<file path="src/rtl/norm_shift_ctrl.sv">
// Iterative normalisation controller: finds the left shift that puts the leading
// one at bit MW-1 with a one-step-per-cycle binary search, clamped by the exponent.
module norm_shift_ctrl #(
  parameter int MW = 25,
  parameter int EW = 8,
  parameter int SW = 5
) (
  input  logic          clk,
  input  logic          rst,
  input  logic          start,
  input  logic [MW-1:0] mant_in,
  input  logic [EW-1:0] exp_in,
  output logic          busy,
  output logic          done,
  output logic [SW-1:0] nshiftleft,
  output logic [MW-1:0] mant_out,
  output logic [EW-1:0] exp_out,
  output logic          zero,
  output logic          denorm
);

  typedef enum logic [2:0] {
    IDLE = 3'd0,
    LOAD = 3'd1,
    S4   = 3'd2,
    S3   = 3'd3,
    S2   = 3'd4,
    S1   = 3'd5,
    S0   = 3'd6,
    DONE = 3'd7
  } state_t;

  localparam logic [EW-1:0] MAX_SHIFT = EW'((1 << SW) - 1);

  state_t        state, state_nxt;
  logic [MW-1:0] work;
  logic [EW-1:0] exp_r;
  logic [SW-1:0] acc;
  logic [SW-1:0] limit;
  logic          zflag;

  logic          accept;
  logic          step_en;
  logic [2:0]    step_k;
  logic [SW:0]   grp;
  logic [SW:0]   acc_sum;
  logic          grp_clear;
  logic          take;
  logic [EW-1:0] exp_m1;
  logic [SW-1:0] limit_nxt;

  always_ff @(posedge clk or posedge rst) begin
    if (rst) state <= IDLE;
    else     state <= state_nxt;
  end

  always_comb begin
    state_nxt = state;
    case (state)
      IDLE:    if (start) state_nxt = LOAD;
      LOAD:    state_nxt = S4;
      S4:      state_nxt = S3;
      S3:      state_nxt = S2;
      S2:      state_nxt = S1;
      S1:      state_nxt = S0;
      S0:      state_nxt = DONE;
      DONE:    state_nxt = IDLE;
      default: state_nxt = IDLE;
    endcase
  end

  // Step k tests the top 2^k bits of W; taking it sets acc[k].
  always_comb begin
    busy    = (state != IDLE);
    accept  = (state == IDLE) && start;
    step_en = 1'b0;
    step_k  = 3'd0;
    case (state)
      S4:      begin step_en = 1'b1; step_k = 3'd4; end
      S3:      begin step_en = 1'b1; step_k = 3'd3; end
      S2:      begin step_en = 1'b1; step_k = 3'd2; end
      S1:      begin step_en = 1'b1; step_k = 3'd1; end
      S0:      begin step_en = 1'b1; step_k = 3'd0; end
      default: begin step_en = 1'b0; step_k = 3'd0; end
    endcase
    grp       = (SW+1)'(1) << step_k;
    acc_sum   = {1'b0, acc} + grp;
    grp_clear = ((work >> (MW - int'(grp))) == '0);
    take      = step_en && grp_clear && (acc_sum <= {1'b0, limit}) && !zflag;
    exp_m1    = exp_in - EW'(1);
    if (exp_in == '0)          limit_nxt = '0;
    else if (exp_m1 > MAX_SHIFT) limit_nxt = MAX_SHIFT[SW-1:0];
    else                       limit_nxt = exp_m1[SW-1:0];
  end

  always_ff @(posedge clk or posedge rst) begin
    if (rst) begin
      work       <= '0;
      exp_r      <= '0;
      acc        <= '0;
      limit      <= '0;
      zflag      <= 1'b0;
      done       <= 1'b0;
      nshiftleft <= '0;
      mant_out   <= '0;
      exp_out    <= '0;
      zero       <= 1'b0;
      denorm     <= 1'b0;
    end else begin
      done <= (state == DONE);
      if (accept) begin
        work  <= mant_in;
        exp_r <= exp_in;
        acc   <= '0;
        limit <= limit_nxt;
        zflag <= (mant_in == '0);
      end
      if (take) begin
        work <= work << grp;
        acc  <= acc | grp[SW-1:0];
      end
      if (state == DONE) begin
        nshiftleft <= acc;
        mant_out   <= work;
        exp_out    <= zflag ? '0 : exp_r - EW'(acc);
        zero       <= zflag;
        denorm     <= !zflag && !work[MW-1];
      end
    end
  end

endmodule

</file>
<file path="config.mk">
export PLATFORM = sky130hd
export DESIGN_NAME = norm_shift_ctrl
export DESIGN_NICKNAME = d
export VERILOG_FILES = /design/src/rtl/norm_shift_ctrl.sv
export SDC_FILE = /design/constraint.sdc
export NUM_CORES = 1
export LEC_CHECK = 0
export CORE_MARGIN = 5
export CORE_UTILIZATION = 55
export DETAILED_ROUTE_END_ITERATION = 6
export GPL_TIMING_DRIVEN = 0
export PLACE_DENSITY_LB_ADDON = 0.05
export SYNTH_ARGS = -nofsm -noshare
export SYNTH_HDL_FRONTEND = slang
export SYNTH_SLANG_ARGS = --single-unit
</file>
<file path="constraint.sdc">
create_clock -name clk -period 5.73 [get_ports clk]
set_clock_uncertainty 0.2 [all_clocks]
set_input_delay 1.146 -clock clk [delete_from_list [all_inputs] [get_ports clk]]
set_output_delay 1.146 -clock clk [all_outputs]
set_load 0.05 [all_outputs]
</file>
==> flow_summary.toml, run 1 <==
[synthesis]
synth_edf_count = 0
synthArstFlopShare_pct = 100
ys_warn_count = 0
syn-instance-count = 669
synth_area_um2 = 5860
synth_nets = 730
syn_area_per_cell_um2 = 8.76
ys_seq_elements = 88
ys.flop_type = "dfrtp_1"
yosysSeqAreaShare_pct = 37.6
ys_types = 75

[global_routing]
grt_overflow = 0
grt_usage_pct = 31.1
antenna_found_initial = 0
grt_pass1_wl_mm = 31.4
grt_pass1_vias = 5607
grt_max_degree = 66

[clocking]
clock_sinks = 88
htree_levels = 3
cts.clk_slew.worst_paths_ns = 0.10
ctsLongestPathBuffers = 2
root_buffer = "clkbuf_8"
clk_latency_ns = 0.38
hold_buffers = 0
ctsResizeCount = 0
cts_buffers = 9
cts_tree = "yes"
cts_setup_buffers = 0

[setup_path]
required_ns = 5.75
worst-path-max-fanout = 10
r2r_cells = 17
end_kind = "register"
cp_data_arrival_time_ns = 5.26
crit_path_start_kind = "register"
reg2reg_slack_ns = 0.49
path_class = "reg2reg"
reg2reg_from = "state[0]"
reg2reg_to = "work[19]"

[finish]
nNetsFinal = 819
stdcell_count = 899
final_common_cell = "nand2_1"
drive_gt1_share_pct = 9.44
final_cell_mix = "108 x nand2_1, 88 x dfrtp_1, 77 x clkdlybuf4s50_1, 48 x nor2_1, 40 x o21ai_0"
num_antenna_cells = 0
syn_to_final_growth_pct = 19.6
fillers = 864

[timing]
final.min_clock_period_ns = 5.24
fin_setup_tns_ns = 0
setup_violations = 0
finalMaxSlewViolations = 0
finalHoldViolCount = 0
rsz0062_at_grt = "no"
tightest_slew_ns = 0.756
fmaxAchievable_ghz = 0.191
relSlewSlack_pct = 49.1
period_share_pct = 91.4
hold_slack_ns = 0.295

[place]
dp_hpwl_mm = 14.7
io_buffers = 77
gp_congestion = 0.992
placed_cells = 883

[drt]
vias_per_cell = 6.37
drt-initial-drc-count = 778
wl_per_cell_um = 21.7
drc = 0
postRouteAntennaNets = 0
drt_wl_total_mm = 19.5
vias = 5726
dr.pass1.iters = 5

[min_path]
hold_path_depth = 2
hold_path_class = "reg2reg"
worst_hold_path.endpoint = "exp_out[1]"
worstHoldStart = "exp_out[1]"

[floorplanning]
die_x_um = 113
io_pins = 78
fp.dieArea_um2 = 12800
core_um2 = 10400
start_util_pct = 56.5
fp-row-count = 37
die_h_um = 113

[run]
maxCapViolCount = 0

[outcome]
status = "finished clean"
-- cells in the mapped netlist (7+ instances only) --
cell / n / area share [%]
nand2_1: 108 / 6.9
dfrtp_1: 88 / 38
nor2_1: 48 / 3.1
o21ai_0: 40 / 3.4
inv_1: 31 / 2.0
clkbuf_1: 28 / 1.8
a21oi_1: 26 / 2.2
mux2i_1: 26 / 4.4
ha_1: 23 / 4.9
mux2_2: 21 / 4.0
nor3_1: 16 / 1.4
a22o_1: 11 / 1.6
nand2b_1: 11 / 1.2
o211ai_1: 10 / 1.3
o31ai_1: 10 / 1.3
a31oi_1: 9 / 0.96
o221ai_1: 9 / 1.3
buf_2: 8 / 0.68
xnor2_1: 8 / 1.2
a211oi_1: 7 / 0.90
buf_6: 7 / 1.3
-- critical path: stages, from the launching register on --
cell	delay (ns)
dfrtp_1	0.37
buf_2	0.17
buf_4	0.20
clkbuf_1	0.28
nor2_1	0.24
and2_0	0.32
clkinv_1	0.39
ha_1	0.46
a21o_1	0.20
a21oi_1	0.20
xnor2_1	0.18
ha_1	0.29
o22ai_1	0.16
a21oi_1	0.08
nor2_1	0.26
o21ai_2	0.21
o21ai_0	0.65
o221ai_1	0.23
-- stage by stage --
step                worst slack (ns)  area [um2]  utilization [%]
finish                         0.491        7010             67.6
global route                   0.280        7010             67.6
CTS                            0.670        7010             67.6
detailed placement             0.773        6830             65.9
global placement               0.725        6800             65.6
floorplan                       1.76        5860                -
-- final cells by class --
| cell class | count | area, um2 | share of cell area [%] |
|---|---|---|---|
| plain buffers | 56 | 300 | 4.28 |
| clock inverters | 6 | 50.0 | 0.714 |
| flip-flops and latches | 88 | 2200 | 31.4 |
| well taps | 136 | 170 | 2.43 |
| multi-input cells | 491 | 3230 | 46.1 |
| clock buffers | 10 | 128 | 1.82 |
| repair buffers | 78 | 798 | 11.4 |
| inverters | 34 | 130 | 1.86 |
-- registers in the layout, indices dropped and copies added (netlist names), 3 cells and up --
signal,count
exp_out,8
mant_out,25
state,3
acc,5
limit,5
work,25
exp_r,8
nshiftleft,5
-- cells by family (layout without fill, tap and decap cells) --
family	after synthesis	after routing	share of synthesized area (%)
simple gates	223	223	17.1
compound gates	181	181	21.6
buf+inv	90	184	7.30
flops	88	88	37.6
mux	47	47	8.47
fa+ha+maj	25	25	5.59
xor+xnor	15	15	2.37
-- how the worst max path moves through the flow --
stage                         from           end  slack [ns]  cells past startpoint
after global placement         rst  mant_out[10]        0.73                      2
after global routing      state[0]      work[19]        0.28                     17
after floorplan           state[0]       work[6]        1.76                     20
after CTS                 state[0]      work[19]        0.67                     17
final                     state[0]      work[19]        0.49                     17
after detailed placement  state[0]      work[19]        0.77                     17
-- routing by layer --
metal / share of wire [%] / global-route usage, % / vias up
li1: - / - / 2557
met1: 45 / 46.0 / 2821
met4: 2.6 / 9.86 / 0
met2: 44 / 46.2 / 306
met5: 0 / 0 / -
met3: 8.0 / 5.51 / 42
Power of run 1 is left out: the tool's default activity adds up to more than one toggle a clock period on the data nets, which glitch-free logic cannot reach.
==> inputs of run 2 (changes only) <==
--- a/config.mk
+++ b/config.mk
@@ -10,6 +10,7 @@
 export DETAILED_ROUTE_END_ITERATION = 6
 export GPL_TIMING_DRIVEN = 0
 export PLACE_DENSITY_LB_ADDON = 0.05
+export SLEW_MARGIN = 20
 export SYNTH_ARGS = -nofsm -noshare
 export SYNTH_HDL_FRONTEND = slang
 export SYNTH_SLANG_ARGS = --single-unit
==> run 2 against run 1 <==
Effect of this change: clock-buffer cell count unchanged; die area is the same; hold slack worse by 0.00080 ns; non-clock buffer count did not move; sequential share of layout area about the same; critical endpoint unchanged.
==> flow_summary.toml, run 2 (synthesis results as in run 1) <==
[timing]
rsz0062_at_grt = "no"
hold_slack_ns = 0.294
period_share_pct = 90.1
tightest_slew_ns = 0.762
setup_violations = 0
fin_setup_tns_ns = 0
fmaxAchievable_ghz = 0.194
fin_ws_ns = 0.570
finalMaxSlewViolations = 0
relSlewSlack_pct = 48.7
final.min_clock_period_ns = 5.16
finalHoldViolCount = 0

[floorplanning]
io_pins = 78
die_h_um = 113
fp-row-count = 37
die_x_um = 113
fp.dieArea_um2 = 12800
start_util_pct = 56.5
core_um2 = 10400

[clocking]
ctsResizeCount = 0
hold_buffers = 0
clk_latency_ns = 0.38
cts_buffers = 9
cts_setup_buffers = 0
clock_sinks = 88
ctsLongestPathBuffers = 2
htree_levels = 3
cts_tree = "yes"
cts.clk_slew.worst_paths_ns = 0.11
root_buffer = "clkbuf_8"

[finish]
reg.largest.list = "mant_out: 25 flops, work: 25 flops"
drive_gt1_share_pct = 9.44
final_cell_mix = "108 x nand2_1, 88 x dfrtp_1, 77 x clkdlybuf4s50_1, 48 x nor2_1, 40 x o21ai_0"
num_antenna_cells = 0
syn_to_final_growth_pct = 19.5
stdcell_count = 899
final_common_cell = "nand2_1"
nNetsFinal = 819

[global_routing]
grt_pass1_wl_mm = 31.5
grt_pass1_vias = 5631
grt_overflow = 0
antenna_found_initial = 0
grt_usage_pct = 31.4
grt_max_degree = 56

[drt]
drc = 0
postRouteAntennaNets = 0
met3_length_mm = 1.46
drt_wl_total_mm = 19.5
met1Wirelength_mm = 8.91
dr.pass1.iters = 5
wl_met2_mm = 8.69
vias_per_cell = 6.24
vias = 5611
dr.max_layer_used = "met4"
wl_per_cell_um = 21.7
drt-initial-drc-count = 671

[min_path]
worstHoldStart = "mant_out[16]"
hold_path_class = "reg2reg"

[setup_path]
cp_data_arrival_time_ns = 5.18
worstSetupStartpoint = "state[0]"
reg2reg_from = "state[0]"
path_class = "reg2reg"
crit_path_start_kind = "register"
worst-path-max-fanout = 10
end_kind = "register"
required_ns = 5.75

[run]
maxCapViolCount = 0

[place]
placed_cells = 883
io_buffers = 77
gp_congestion = 0.992
dp_hpwl_mm = 14.8
pre_cts_ws_ns = 0.775

[outcome]
status = "finished clean"
## run 2: cell count changes in the layout (fill, tap and decap cells not counted), sizes merged
cell | before | now
clkinv | 2 | 4
clkinvlp | 1 | 0
inv | 37 | 36
## run 2: through the flow
stage	util, %	area, um2
6_report	67.6	7010
5_1_grt	67.6	7010
4_1_cts	67.6	7010
3_5_place_dp	65.8	6830
3_3_place_gp	65.6	6800
2_1_floorplan	-	5860
## run 2: path summary, 6_finish.rpt
kind / to / slack [ns] / depth (start not counted)
setup reg to reg: work[19] / 0.57 / 17
hold reg to reg: mant_out[16] / 0.29 / 2
max in group asynchronous: mant_out[2] / 3.64 / 3
setup / recovery: work[19] / 0.57 / 17
hold / removal: mant_out[16] / 0.29 / 2
min in group asynchronous: done / 1.03 / 2
## run 2: critical path, cell delays in order (launching register included)
cell	delay (ns)
dfrtp_1	0.37
buf_2	0.18
buf_4	0.20
clkbuf_1	0.29
nor2_1	0.22
and2_0	0.33
clkinv_1	0.40
ha_1	0.46
a21o_1	0.20
a21oi_1	0.17
xnor2_1	0.15
ha_1	0.27
o22ai_1	0.16
a21oi_1	0.07
nor2_1	0.23
o21ai_2	0.20
o21ai_0	0.65
o221ai_1	0.24
## run 2: final cells by class
class | instances | area (um2)
fill | 858 | 3360
clock buffer | 10 | 128
timing repair buffer | 78 | 791
multi-input combinational | 491 | 3230
inverter | 34 | 130
sequential | 88 | 2200
buffer | 56 | 300
clock inverter | 6 | 51.3
tap | 136 | 170
## run 2: routing by layer
| layer | vias up | GRT usage, % |
|---|---|---|
| met5 | - | 0 |
| met2 | 301 | 46.8 |
| li1 | 2551 | - |
| met3 | 47 | 5.08 |
| met1 | 2712 | 47.3 |
| met4 | 0 | 8.81 |
Power of run 2 is left out for the same reason.
==> inputs of run 3 (changes only) <==
--- a/config.mk
+++ b/config.mk
@@ -5,11 +5,13 @@
 export SDC_FILE = /design/constraint.sdc
 export NUM_CORES = 1
 export LEC_CHECK = 0
+export CORE_ASPECT_RATIO = 0.9
 export CORE_MARGIN = 5
 export CORE_UTILIZATION = 55
 export DETAILED_ROUTE_END_ITERATION = 6
 export GPL_TIMING_DRIVEN = 0
 export PLACE_DENSITY_LB_ADDON = 0.05
+export RECOVER_POWER = 50
 export SLEW_MARGIN = 20
 export SYNTH_ARGS = -nofsm -noshare
 export SYNTH_HDL_FRONTEND = slang
==> constraint.sdc (replaced) <==
create_clock -name clk -period 5.15 [get_ports clk]
set_clock_uncertainty 0.2 [all_clocks]
set_input_delay 1.03 -clock clk [delete_from_list [all_inputs] [get_ports clk]]
set_output_delay 1.03 -clock clk [all_outputs]
set_load 0.05 [all_outputs]
==> run 3 against run 2 <==
Effect of this change: via count rose by 3.6%; cell count fell by 0.78%; maximum frequency rose by 6.7%; register-to-register slack got worse by 0.26 ns; wire length rose by 4.7%; non-clock buffer count did not move; the run now ends with max-capacitance violations, max-slew violations left.
==> flow_summary.toml, run 3 (synthesis results as in run 1) <==
[setup_path]
worst-path-max-fanout = 10
reg2reg_to = "work[9]"
path_class = "reg2reg"
worstSetupStartpoint = "state[0]"
r2r_cells = 19
end_kind = "register"
cp_data_arrival_time_ns = 4.90
crit_end = "work[9]"
required_ns = 5.21
reg2reg_from = "state[0]"
reg2reg_slack_ns = 0.31
crit_path_start_kind = "register"

[place]
placed_area_um2 = 6830
dp_hpwl_mm = 15.1
io_buffers = 77
gp_congestion = 0.975

[clocking]
cts_setup_buffers = 0
clk_latency_ns = 0.35
htree_levels = 3
cts_tree = "yes"
cts.clk_slew.worst_paths_ns = 0.07
clock_sinks = 88
root_buffer = "clkbuf_16"
cts_buffers = 9
ctsLongestPathBuffers = 2

[finish]
final_cell_mix = "108 x nand2_1, 88 x dfrtp_1, 55 x clkdlybuf4s50_1, 48 x nor2_1, 39 x o21ai_0"
final_common_cell = "nand2_1"
final_area_um2 = 7100
syn_to_final_growth_pct = 21.2
reg.largest.list = "mant_out: 25 flops, work: 25 flops"
num_antenna_cells = 0
fillers = 856
drive_gt1_share_pct = 9.70
nNetsFinal = 819

[timing]
setup_violations = 0
fmaxAchievable_ghz = 0.207
finalHoldViolCount = 0
relSlewSlack_pct = -7.31
tightest_slew_ns = 1.60
final.min_clock_period_ns = 4.84
rsz0062_at_grt = "no"
finalMaxSlewViolations = 35
period_share_pct = 93.9
fin_setup_tns_ns = 0

[floorplanning]
die_x_um = 119
fp-row-count = 35
core_um2 = 10300
fp.dieArea_um2 = 12800
start_util_pct = 56.7
io_pins = 78
die_h_um = 108

[drt]
postRouteAntennaNets = 0
drc = 0
wl_per_cell_um = 22.9
drt-initial-drc-count = 855
drt_wl_total_mm = 20.5
dr.pass1.iters = 6
vias_per_cell = 6.52
vias = 5815

[global_routing]
grt_pass1_wl_mm = 32.1
grt_overflow = 0
grt_usage_pct = 32.0
grt_max_degree = 56
antenna_found_initial = 0
grt_pass1_vias = 5751

[min_path]
hold_path_class = "reg2reg"
worstHoldStart = "exp_out[2]"

[outcome]
status = "complete, but fails checks"
violations = "max-capacitance violations, max-slew violations"

[run]
maxCapViolCount = 1
run 3: cell type report:
| cell class | instances | area [um2] | share of cell area, % |
|---|---|---|---|
| flip-flops and latches | 88 | 2200 | 31.0 |
| repair buffers | 78 | 776 | 10.9 |
| plain buffers | 56 | 300 | 4.23 |
| multi-input cells | 491 | 3230 | 45.5 |
| clock buffers | 9 | 225 | 3.17 |
| well taps | 129 | 161 | 2.27 |
| inverters | 34 | 129 | 1.81 |
| clock inverters | 7 | 77.6 | 1.09 |
run 3: worst min path at each step:
stage	end	slack [ns]	cells after the start
2_1_floorplan	exp_r[2]	0.25	2
3_3_place_gp	exp_out[3]	0.26	2
3_5_place_dp	exp_out[0]	0.27	2
4_1_cts	exp_out[0]	0.29	2
5_1_grt	exp_out[2]	0.30	2
6_report	exp_out[2]	0.28	2
run 3: what timing repair did:
action	4_1_cts	5_1_grt
setup endpoints to repair	0	9
resized for setup	0	2
hold buffers	0	0
hold endpoints to repair	0	0
run 3: through the flow:
step / instances / setup slack, ns / hold WS (ns) / utilization (%)
2_1_floorplan: 669 / 1.18 / 0.252 / -
3_3_place_gp: 875 / 0.301 / 0.260 / 65.8
3_5_place_dp: 876 / 0.264 / 0.271 / 66.0
4_1_cts: 892 / 0.234 / 0.286 / 69.0
5_1_grt: 892 / 0.0644 / 0.301 / 68.7
6_report: 892 / 0.313 / 0.278 / 68.7
run 3: critical path: stages (launching register included):
cell	delay, ns
dfrtp_1	0.32
buf_2	0.21
buf_4	0.25
clkbuf_1	0.52
nor2_1	0.13
and2_0	0.26
inv_2	0.20
ha_1	0.30
a21o_1	0.20
a21oi_1	0.17
xnor2_1	0.17
ha_1	0.28
o22ai_1	0.17
a21oi_1	0.09
nor2_1	0.26
o211a_1	0.21
buf_4	0.18
buf_2	0.26
o311ai_0	0.24
o31ai_1	0.12
run 3: layer usage:
| metal | part of all wire (%) | up-vias | wire (um) | GRT usage, % |
|---|---|---|---|---|
| met4 | 3.3 | 0 | 685 | 11.5 |
| met3 | 11 | 59 | 2170 | 9.15 |
| met2 | 44 | 370 | 8920 | 47.6 |
| li1 | - | 2559 | - | - |
| met5 | 0 | - | 0 | 0 |
| met1 | 42 | 2827 | 8680 | 44.8 |
Power of run 3 is left out for the same reason.
